$ cat config.mk
export PLATFORM = sky130hd
export DESIGN_NAME = ultrasonido_medidor
export DESIGN_NICKNAME = d
export VERILOG_FILES = /design/src/rtl/ultrasonido_medidor.sv
export SDC_FILE = /design/constraint.sdc
export NUM_CORES = 1
export LEC_CHECK = 0
export ABC_AREA = 1
export ABC_CLOCK_PERIOD_IN_PS = 1800
export BUFFER_PORTS_ARGS = -buffer_cell sky130_fd_sc_hd__buf_2
export CORE_MARGIN = 2
export CORE_UTILIZATION = 23
export DETAILED_ROUTE_END_ITERATION = 7
export SYNTH_ARGS = -nofsm -noshare
export SYNTH_HDL_FRONTEND = slang
export SYNTH_SLANG_ARGS = --single-unit
$ cat constraint.sdc
create_clock -name CLKOUT -period 1.8 [get_ports CLKOUT]
set_input_delay 0.45 -clock CLKOUT [delete_from_list [all_inputs] [get_ports CLKOUT]]
set_output_delay 0.45 -clock CLKOUT [all_outputs]
set_load 0.01 [all_outputs]
$ cat src/rtl/ultrasonido_medidor.sv
// Ultrasonic range measurement: fires a TRIGGER pulse, waits for the ECHO rising
// edge and reports the ECHO high time in clock cycles with a one-cycle valid strobe.
module ultrasonido_medidor #(
    parameter int unsigned TRIG_CYCLES = 10,
    parameter int unsigned TIMEOUT     = 255,
    parameter int unsigned W           = 8
) (
    input  logic         CLKOUT,
    input  logic         reset,
    input  logic         start,
    input  logic         ECHO,
    output logic         TRIGGER,
    output logic         busy,
    output logic [W-1:0] cantidad,
    output logic         valid,
    output logic         timeout,
    output logic         overflow
);

    localparam int unsigned CW_TO  = $clog2(TIMEOUT + 1);
    localparam int unsigned CW_TR  = $clog2(TRIG_CYCLES + 1);
    localparam int unsigned CW_A   = (W > CW_TO) ? W : CW_TO;
    localparam int unsigned CW     = (CW_A > CW_TR) ? CW_A : CW_TR;

    localparam logic [CW-1:0] TRIG_LAST = CW'(TRIG_CYCLES - 1);
    localparam logic [CW-1:0] TO_LAST   = CW'(TIMEOUT - 1);
    localparam logic [CW-1:0] CNT_MAX   = CW'({W{1'b1}});

    localparam logic [1:0] ST_IDLE      = 2'd0;
    localparam logic [1:0] ST_TRIG      = 2'd1;
    localparam logic [1:0] ST_WAIT_RISE = 2'd2;
    localparam logic [1:0] ST_MEASURE   = 2'd3;

    logic [1:0]    state_q, state_d;
    logic [CW-1:0] cnt_q, cnt_d;
    logic [2:0]    sync_q, sync_d;
    logic [W-1:0]  cantidad_q, cantidad_d;
    logic          trigger_q, trigger_d;
    logic          busy_q, busy_d;
    logic          valid_q, valid_d;
    logic          timeout_q, timeout_d;
    logic          overflow_q, overflow_d;

    logic echo_lvl;
    logic echo_rise;

    // Two flops resynchronise ECHO; the third only serves edge detection.
    assign sync_d    = {sync_q[1:0], ECHO};
    assign echo_lvl  = sync_q[1];
    assign echo_rise = sync_q[1] & ~sync_q[2];

    always_comb begin
        state_d    = state_q;
        cnt_d      = cnt_q;
        cantidad_d = cantidad_q;
        valid_d    = 1'b0;
        timeout_d  = 1'b0;
        overflow_d = 1'b0;

        case (state_q)
            ST_IDLE: begin
                if (start) begin
                    state_d = ST_TRIG;
                    cnt_d   = '0;
                end
            end
            ST_TRIG: begin
                if (cnt_q == TRIG_LAST) begin
                    state_d = ST_WAIT_RISE;
                    cnt_d   = '0;
                end else begin
                    cnt_d = cnt_q + CW'(1);
                end
            end
            ST_WAIT_RISE: begin
                // A rise in the last allowed cycle still wins over the timeout.
                if (echo_rise) begin
                    state_d = ST_MEASURE;
                    cnt_d   = CW'(1);
                end else if (cnt_q == TO_LAST) begin
                    state_d   = ST_IDLE;
                    timeout_d = 1'b1;
                end else begin
                    cnt_d = cnt_q + CW'(1);
                end
            end
            ST_MEASURE: begin
                if (!echo_lvl) begin
                    state_d    = ST_IDLE;
                    cantidad_d = W'(cnt_q);
                    valid_d    = 1'b1;
                end else if (cnt_q == CNT_MAX) begin
                    state_d    = ST_IDLE;
                    cantidad_d = '1;
                    valid_d    = 1'b1;
                    overflow_d = 1'b1;
                end else begin
                    cnt_d = cnt_q + CW'(1);
                end
            end
            default: begin
                state_d = ST_IDLE;
            end
        endcase

        trigger_d = (state_d == ST_TRIG);
        busy_d    = (state_d != ST_IDLE);
    end

    always_ff @(posedge CLKOUT) begin
        if (reset) begin
            state_q    <= ST_IDLE;
            cnt_q      <= '0;
            sync_q     <= '0;
            cantidad_q <= '0;
            trigger_q  <= 1'b0;
            busy_q     <= 1'b0;
            valid_q    <= 1'b0;
            timeout_q  <= 1'b0;
            overflow_q <= 1'b0;
        end else begin
            state_q    <= state_d;
            cnt_q      <= cnt_d;
            sync_q     <= sync_d;
            cantidad_q <= cantidad_d;
            trigger_q  <= trigger_d;
            busy_q     <= busy_d;
            valid_q    <= valid_d;
            timeout_q  <= timeout_d;
            overflow_q <= overflow_d;
        end
    end

    assign TRIGGER  = trigger_q;
    assign busy     = busy_q;
    assign cantidad = cantidad_q;
    assign valid    = valid_q;
    assign timeout  = timeout_q;
    assign overflow = overflow_q;

endmodule

==> results of run 1 <==
==> cells in the mapped netlist (all sizes together) (2+ instances only) <==
cell type and number:
buf 3, inv 35, o211ai 2, ha 3, nand3 12, nor2 27, a21oi 7, o21ai 2
nand2 43, nand4 7, nor3 2, dfxtp 26, o221ai 8
==> stage by stage <==
| step | instance area (um2) | setup slack (ns) |
|---|---|---|
| final | 1570 | 0.206 |
| after CTS | 1570 | 0.154 |
| after global placement | 1510 | 0.187 |
| after global routing | 1570 | 0.0321 |
| after detailed placement | 1510 | 0.176 |
| after floorplan | 1340 | 0.415 |
==> what timing repair did <==
item | CTS | global route
buffers inserted | 0 | 0
endpoints found under the setup margin | 0 | 7
resized for setup | 0 | 1
==> kinds of logic (layout without fill, tap and decap cells) <==
logic type      count (synthesis)  after routing  synth area share
flops                          26             26             0.389
fa+ha+maj                       3              3            0.0281
simple gates                   91             91             0.348
buf+inv                        39             58             0.115
compound gates                 21             21             0.120
==> registers in the layout, indices dropped and copies added (netlist names) <==
register / count
overflow: 1
valid: 1
busy: 1
sync_q: 3
state_q: 2
timeout: 1
cnt_q: 8
TRIGGER: 1
cantidad: 8
==> final timing paths <==
kind | startpoint | slack, ns | end
setup reg to reg | cnt_q[0]$_SDFFE_PP0P_ | 0.21 | cnt_q[6]$_SDFFE_PP0P_
setup / recovery | cnt_q[0]$_SDFFE_PP0P_ | 0.21 | cnt_q[6]$_SDFFE_PP0P_
hold reg to reg | sync_q[0]$_SDFF_PP0_ | 0.42 | sync_q[1]$_SDFF_PP0_
hold / removal | ECHO | 0.38 | sync_q[0]$_SDFF_PP0_
==> layout make-up <==
class	count	area, um2
flip-flops and latches	26	520
inverters	35	134
well taps	72	90.1
repair buffers	19	103
fillers	619	4010
clock buffers	4	55.1
multi-input cells	115	666
==> worst reg2reg max path: stages, from the launching register on <==
cell and delay [ns]:
dfxtp_1 0.45, ha_1 0.21, nand2_1 0.11, nor2_4 0.17, nand3_4 0.15, nand2_4 0.12, inv_4 0.05, nand2_4 0.08
nand2_1 0.07, a21oi_2 0.13
==> power by group <==
group          switching [uW]  internal [uW]
Sequential               10.0            585
Clock                     180            195
Combinational            53.6           26.0
Total                     244            807
==> layer usage <==
metal | track usage | up-vias
met5 | 0 | -
met2 | 0.164 | 35
met4 | 0.0203 | 0
met1 | 0.134 | 513
met3 | 0.0281 | 2
li1 | - | 617
==> results.toml, run 1 <==
[cts]
cts_tree = "yes"
cts_hold_buf = 0
root_buffer = "clkbuf_8"
clk_pin_slew_worst_paths_ns = 0.09
cts_max_level = 1
insertion_delay_ns = 0.27
cts.sinks = 26
cts_buffer_depth = 2
cts_buffers = 3

[synth]
async_reset_ff_frac = 0
yosys-top-cells-area = "dfxtp_1, nand2_1, inv_1"
synth_top_area_share = 0.389
syn_nets = 187
synth_edf_count = 0
synth.distinct_cells = 28
yosysTopAreaCell = "dfxtp_1"
synth_area_um2 = 1340
syn_inst = 180
synth-seq-cells = 26
yosysWarnings = 0
ys_seq_area_frac = 0.389
ys.flop_type = "dfxtp_1"
postSynthAreaPerCell_um2 = 7.43

[layout]
insertedDiodeCount = 0
final_cell_mix = "nand2_1, inv_1, dfxtp_1"
fin_util = 0.281
drive_gt1_frac = 0.211
final_common_cell = "nand2_1"
layout.nets = 207
fin_cells = 271
area_growth_pct = 17.2

[critical_path]
crit_fanout = 7
required_ns = 2.01
slowest_stage = "dfxtp_1"
worstPathArrival_ns = 1.81
cp_cell_sequence = "ha_1 > nand2_1 > nor2_4 > nand3_4 > nand2_4 > inv_4 > nand2_4 > nand2_1 > a21oi_2"
start_kind = "flop"
critPathTopFamily = "simple AND/OR/NAND/NOR gates"
crit_buf_inv = 1
max_stage_delay_ns = 0.45
cp.depth = 9
critical_path_class = "reg -> reg"
reg2regPathDepth = 9
worstSetupEndpointType = "flop"

[routing]
vias = 1167
ant_nets = 0
drt_pre_antenna_iters = 4
wl_met1_um = 1420
wl_um = 2900
topRoutingLayerUsed = "met4"
drcViolationCount = 0
wl_met3_um = 207
post_drt_wl_per_cell_um = 10.7
drt_iter0_markers = 96
wl_met2_um = 1260
routed_via_density = 4.31

[worst_hold_path]
hold_depth = 3
hold_class = "in -> reg"

[global_route]
grt_max_degree = 15
grt_first_pass_wirelength_um = 5110
grtUsageTotal = 0.101
overflow = 0
grt_pass1_vias = 1116
antenna_found_initial = 0

[timing]
fmax_mhz = 627
slew_violations = 0
max_slew_margin = 0.726
tns_ns = 0
timing.hold.ws_ns = 0.382
fin_crit_ns = 1.59
min_period_over_period = 0.885
worst_pin_slew_ns = 0.410
skew_ns = 0.00298
rsz0062_at_grt = "no"
hold_viol_final = 0
setup_viol = 0

[die]
die_w_um = 80.3
pin_count = 17
die_area_um2 = 6440
core_area_um2 = 5570
die_h_um = 80.3
rows = 27
start_util = 0.240

[flow_run]
drv_cap = 0

[placed_design]
portBuffers = 16
gp_congestion = 0.831
dp_hpwl_um = 2200
dp_cells = 267

[outcome]
status = "finished clean"

[pwr]
p_leak_uw = 0.000787
powerDensity_nw_per_um2 = 670
total_power_uw = 1050
worst_ir_drop_vdd_mv = 0.321
Power figures use the tool's default switching activity.
==> run 2, diff against run 1 <==
==> constraint.sdc (replaced) <==
create_clock -name CLKOUT -period 1.8 [get_ports CLKOUT]
set_input_delay 0.18 -clock CLKOUT [delete_from_list [all_inputs] [get_ports CLKOUT]]
set_output_delay 0.18 -clock CLKOUT [all_outputs]
set_load 0.01 [all_outputs]
==> run 2 against run 1 <==
Total power is 0.26% higher. Non-clock buffer count is 1 lower. Design area is 0.48% lower. Register-to-register slack hardly changed. Largest cell class unchanged.
==> results.toml, run 2 (synthesis gave the netlist of run 1 again) <==
[cts]
cts_max_level = 1
clk_pin_slew_worst_paths_ns = 0.09
cts_tree = "yes"
cts_setup_buffers = 0
insertion_delay_ns = 0.27
cts_buffer_depth = 2
cts_buffers = 3
root_buffer = "clkbuf_8"
cts.sinks = 26

[die]
die_area_um2 = 6440
die_h_um = 80.3
start_util = 0.240
die_w_um = 80.3
pin_count = 17
rows = 27
core_area_um2 = 5570

[critical_path]
critical_path_class = "reg -> reg"
reg2regPathDepth = 9
required_ns = 2.01
worstSetupEndpointType = "flop"
crit_fanout = 7
start_kind = "flop"
worstPathArrival_ns = 1.80

[timing]
tns_ns = 0
max_slew_margin = 0.706
setup_viol = 0
hold_viol_final = 0
worst_pin_slew_ns = 0.441
slew_violations = 0
rsz0062_at_grt = "no"
min_period_over_period = 0.884
fmax_mhz = 629
fin_crit_ns = 1.59
skew_ns = 0.00114

[layout]
insertedDiodeCount = 0
fin_cells = 270
seq_area_um2 = 520
area_growth_pct = 16.7
layout.nets = 206
multiInputGateArea_um2 = 666
fin_util = 0.280
final_common_cell = "nand2_1"
final_cell_mix = "nand2_1, inv_1, dfxtp_1"
drive_gt1_frac = 0.207
fillCellCount = 628

[pwr]
p_sw_frac = 0.235
total_power_uw = 1050
p_int_uw = 805
worst_ir_drop_vdd_mv = 0.354
power_frac_comb = 0.073
seqPwrFrac = 0.565
powerDensity_nw_per_um2 = 675
switching_power_uw = 248
clkPwrFrac = 0.361
p_leak_uw = 0.000783

[global_route]
gr-usage-met1 = 0.143
grt_busiest_layer = "met2"
antenna_found_initial = 0
grt_max_degree = 15
grt_pass1_vias = 1084
overflow = 0
grt_first_pass_wirelength_um = 5070
met3_usage = 0.0303
grt_util_met2 = 0.152
grtUsageTotal = 0.101

[routing]
wl_um = 2960
ant_nets = 0
vias = 1159
drt_pre_antenna_iters = 4
drt_iter0_markers = 68
post_drt_wl_per_cell_um = 11.0
routed_via_density = 4.29
drcViolationCount = 0

[outcome]
status = "finished clean"

[placed_design]
portBuffers = 16
gp_congestion = 0.813
dp_cells = 266
dp_hpwl_um = 2190

[worst_hold_path]
hold_depth = 3
hold_class = "in -> reg"

[flow_run]
drv_cap = 0
-- run 2: changes by cell type in the layout (fill, tap and decap cells not counted) --
| cell | before | now |
|---|---|---|
| buf_4 | 3 | 2 |
-- run 2: power groups by stage --
stage | clock network (uW) | registers [uW] | logic (uW)
detailed placement | 0 | 609 | 78.0
global placement | 0 | 609 | 78.3
global route | 416 | 597 | 88.0
floorplan | 0 | 606 | 59.5
CTS | 398 | 595 | 78.3
finish | 381 | 595 | 77.4
-- run 2: path summary, 6_finish.rpt --
path	to	slack (ns)	from
setup reg to reg	cnt_q[1]$_SDFFE_PP0P_	0.21	cnt_q[0]$_SDFFE_PP0P_
hold reg to reg	sync_q[1]$_SDFF_PP0_	0.41	sync_q[0]$_SDFF_PP0_
setup / recovery	cnt_q[1]$_SDFFE_PP0P_	0.21	cnt_q[0]$_SDFFE_PP0P_
hold / removal	sync_q[0]$_SDFF_PP0_	0.11	ECHO
-- run 2: critical path, cell delays in order, from the launching register on --
cell,delay (ns)
dfxtp_1,0.45
ha_1,0.21
nand2_1,0.11
nor2_4,0.17
nand3_4,0.14
nand2_4,0.11
inv_4,0.05
nand2_4,0.08
nand2_1,0.07
a21oi_2,0.13
-- run 2: cell type report --
class / count / area share
tap: 72 / 0.0577
clock buffer: 4 / 0.0353
inverter: 35 / 0.0858
sequential: 26 / 0.334
timing repair buffer: 18 / 0.0609
multi-input combinational: 115 / 0.427
-- run 2: metal layers --
| layer | vias to the layer above | wire length (um) | share of wire |
|---|---|---|---|
| met5 | - | 0 | 0 |
| met4 | 0 | 15 | 0.0051 |
| met3 | 2 | 164 | 0.055 |
| met2 | 28 | 1240 | 0.42 |
| met1 | 514 | 1540 | 0.52 |
| li1 | 615 | - | - |
-- run 2: repair_timing --
action                                  in CTS  in global routing
gates resized for setup                      0                  1
hold buffers                                 0                  0
endpoints found under the setup margin       0                  7
-- run 2: stage by stage --
| stage | area [um2] | hold slack [ns] | worst slack [ns] |
|---|---|---|---|
| 6_report | 1560 | 0.108 | 0.209 |
| 2_1_floorplan | 1340 | 0.257 | 0.415 |
| 4_1_cts | 1560 | 0.106 | 0.143 |
| 3_5_place_dp | 1500 | 0.397 | 0.175 |
| 3_3_place_gp | 1500 | 0.390 | 0.184 |
| 5_1_grt | 1560 | 0.120 | 0.0520 |
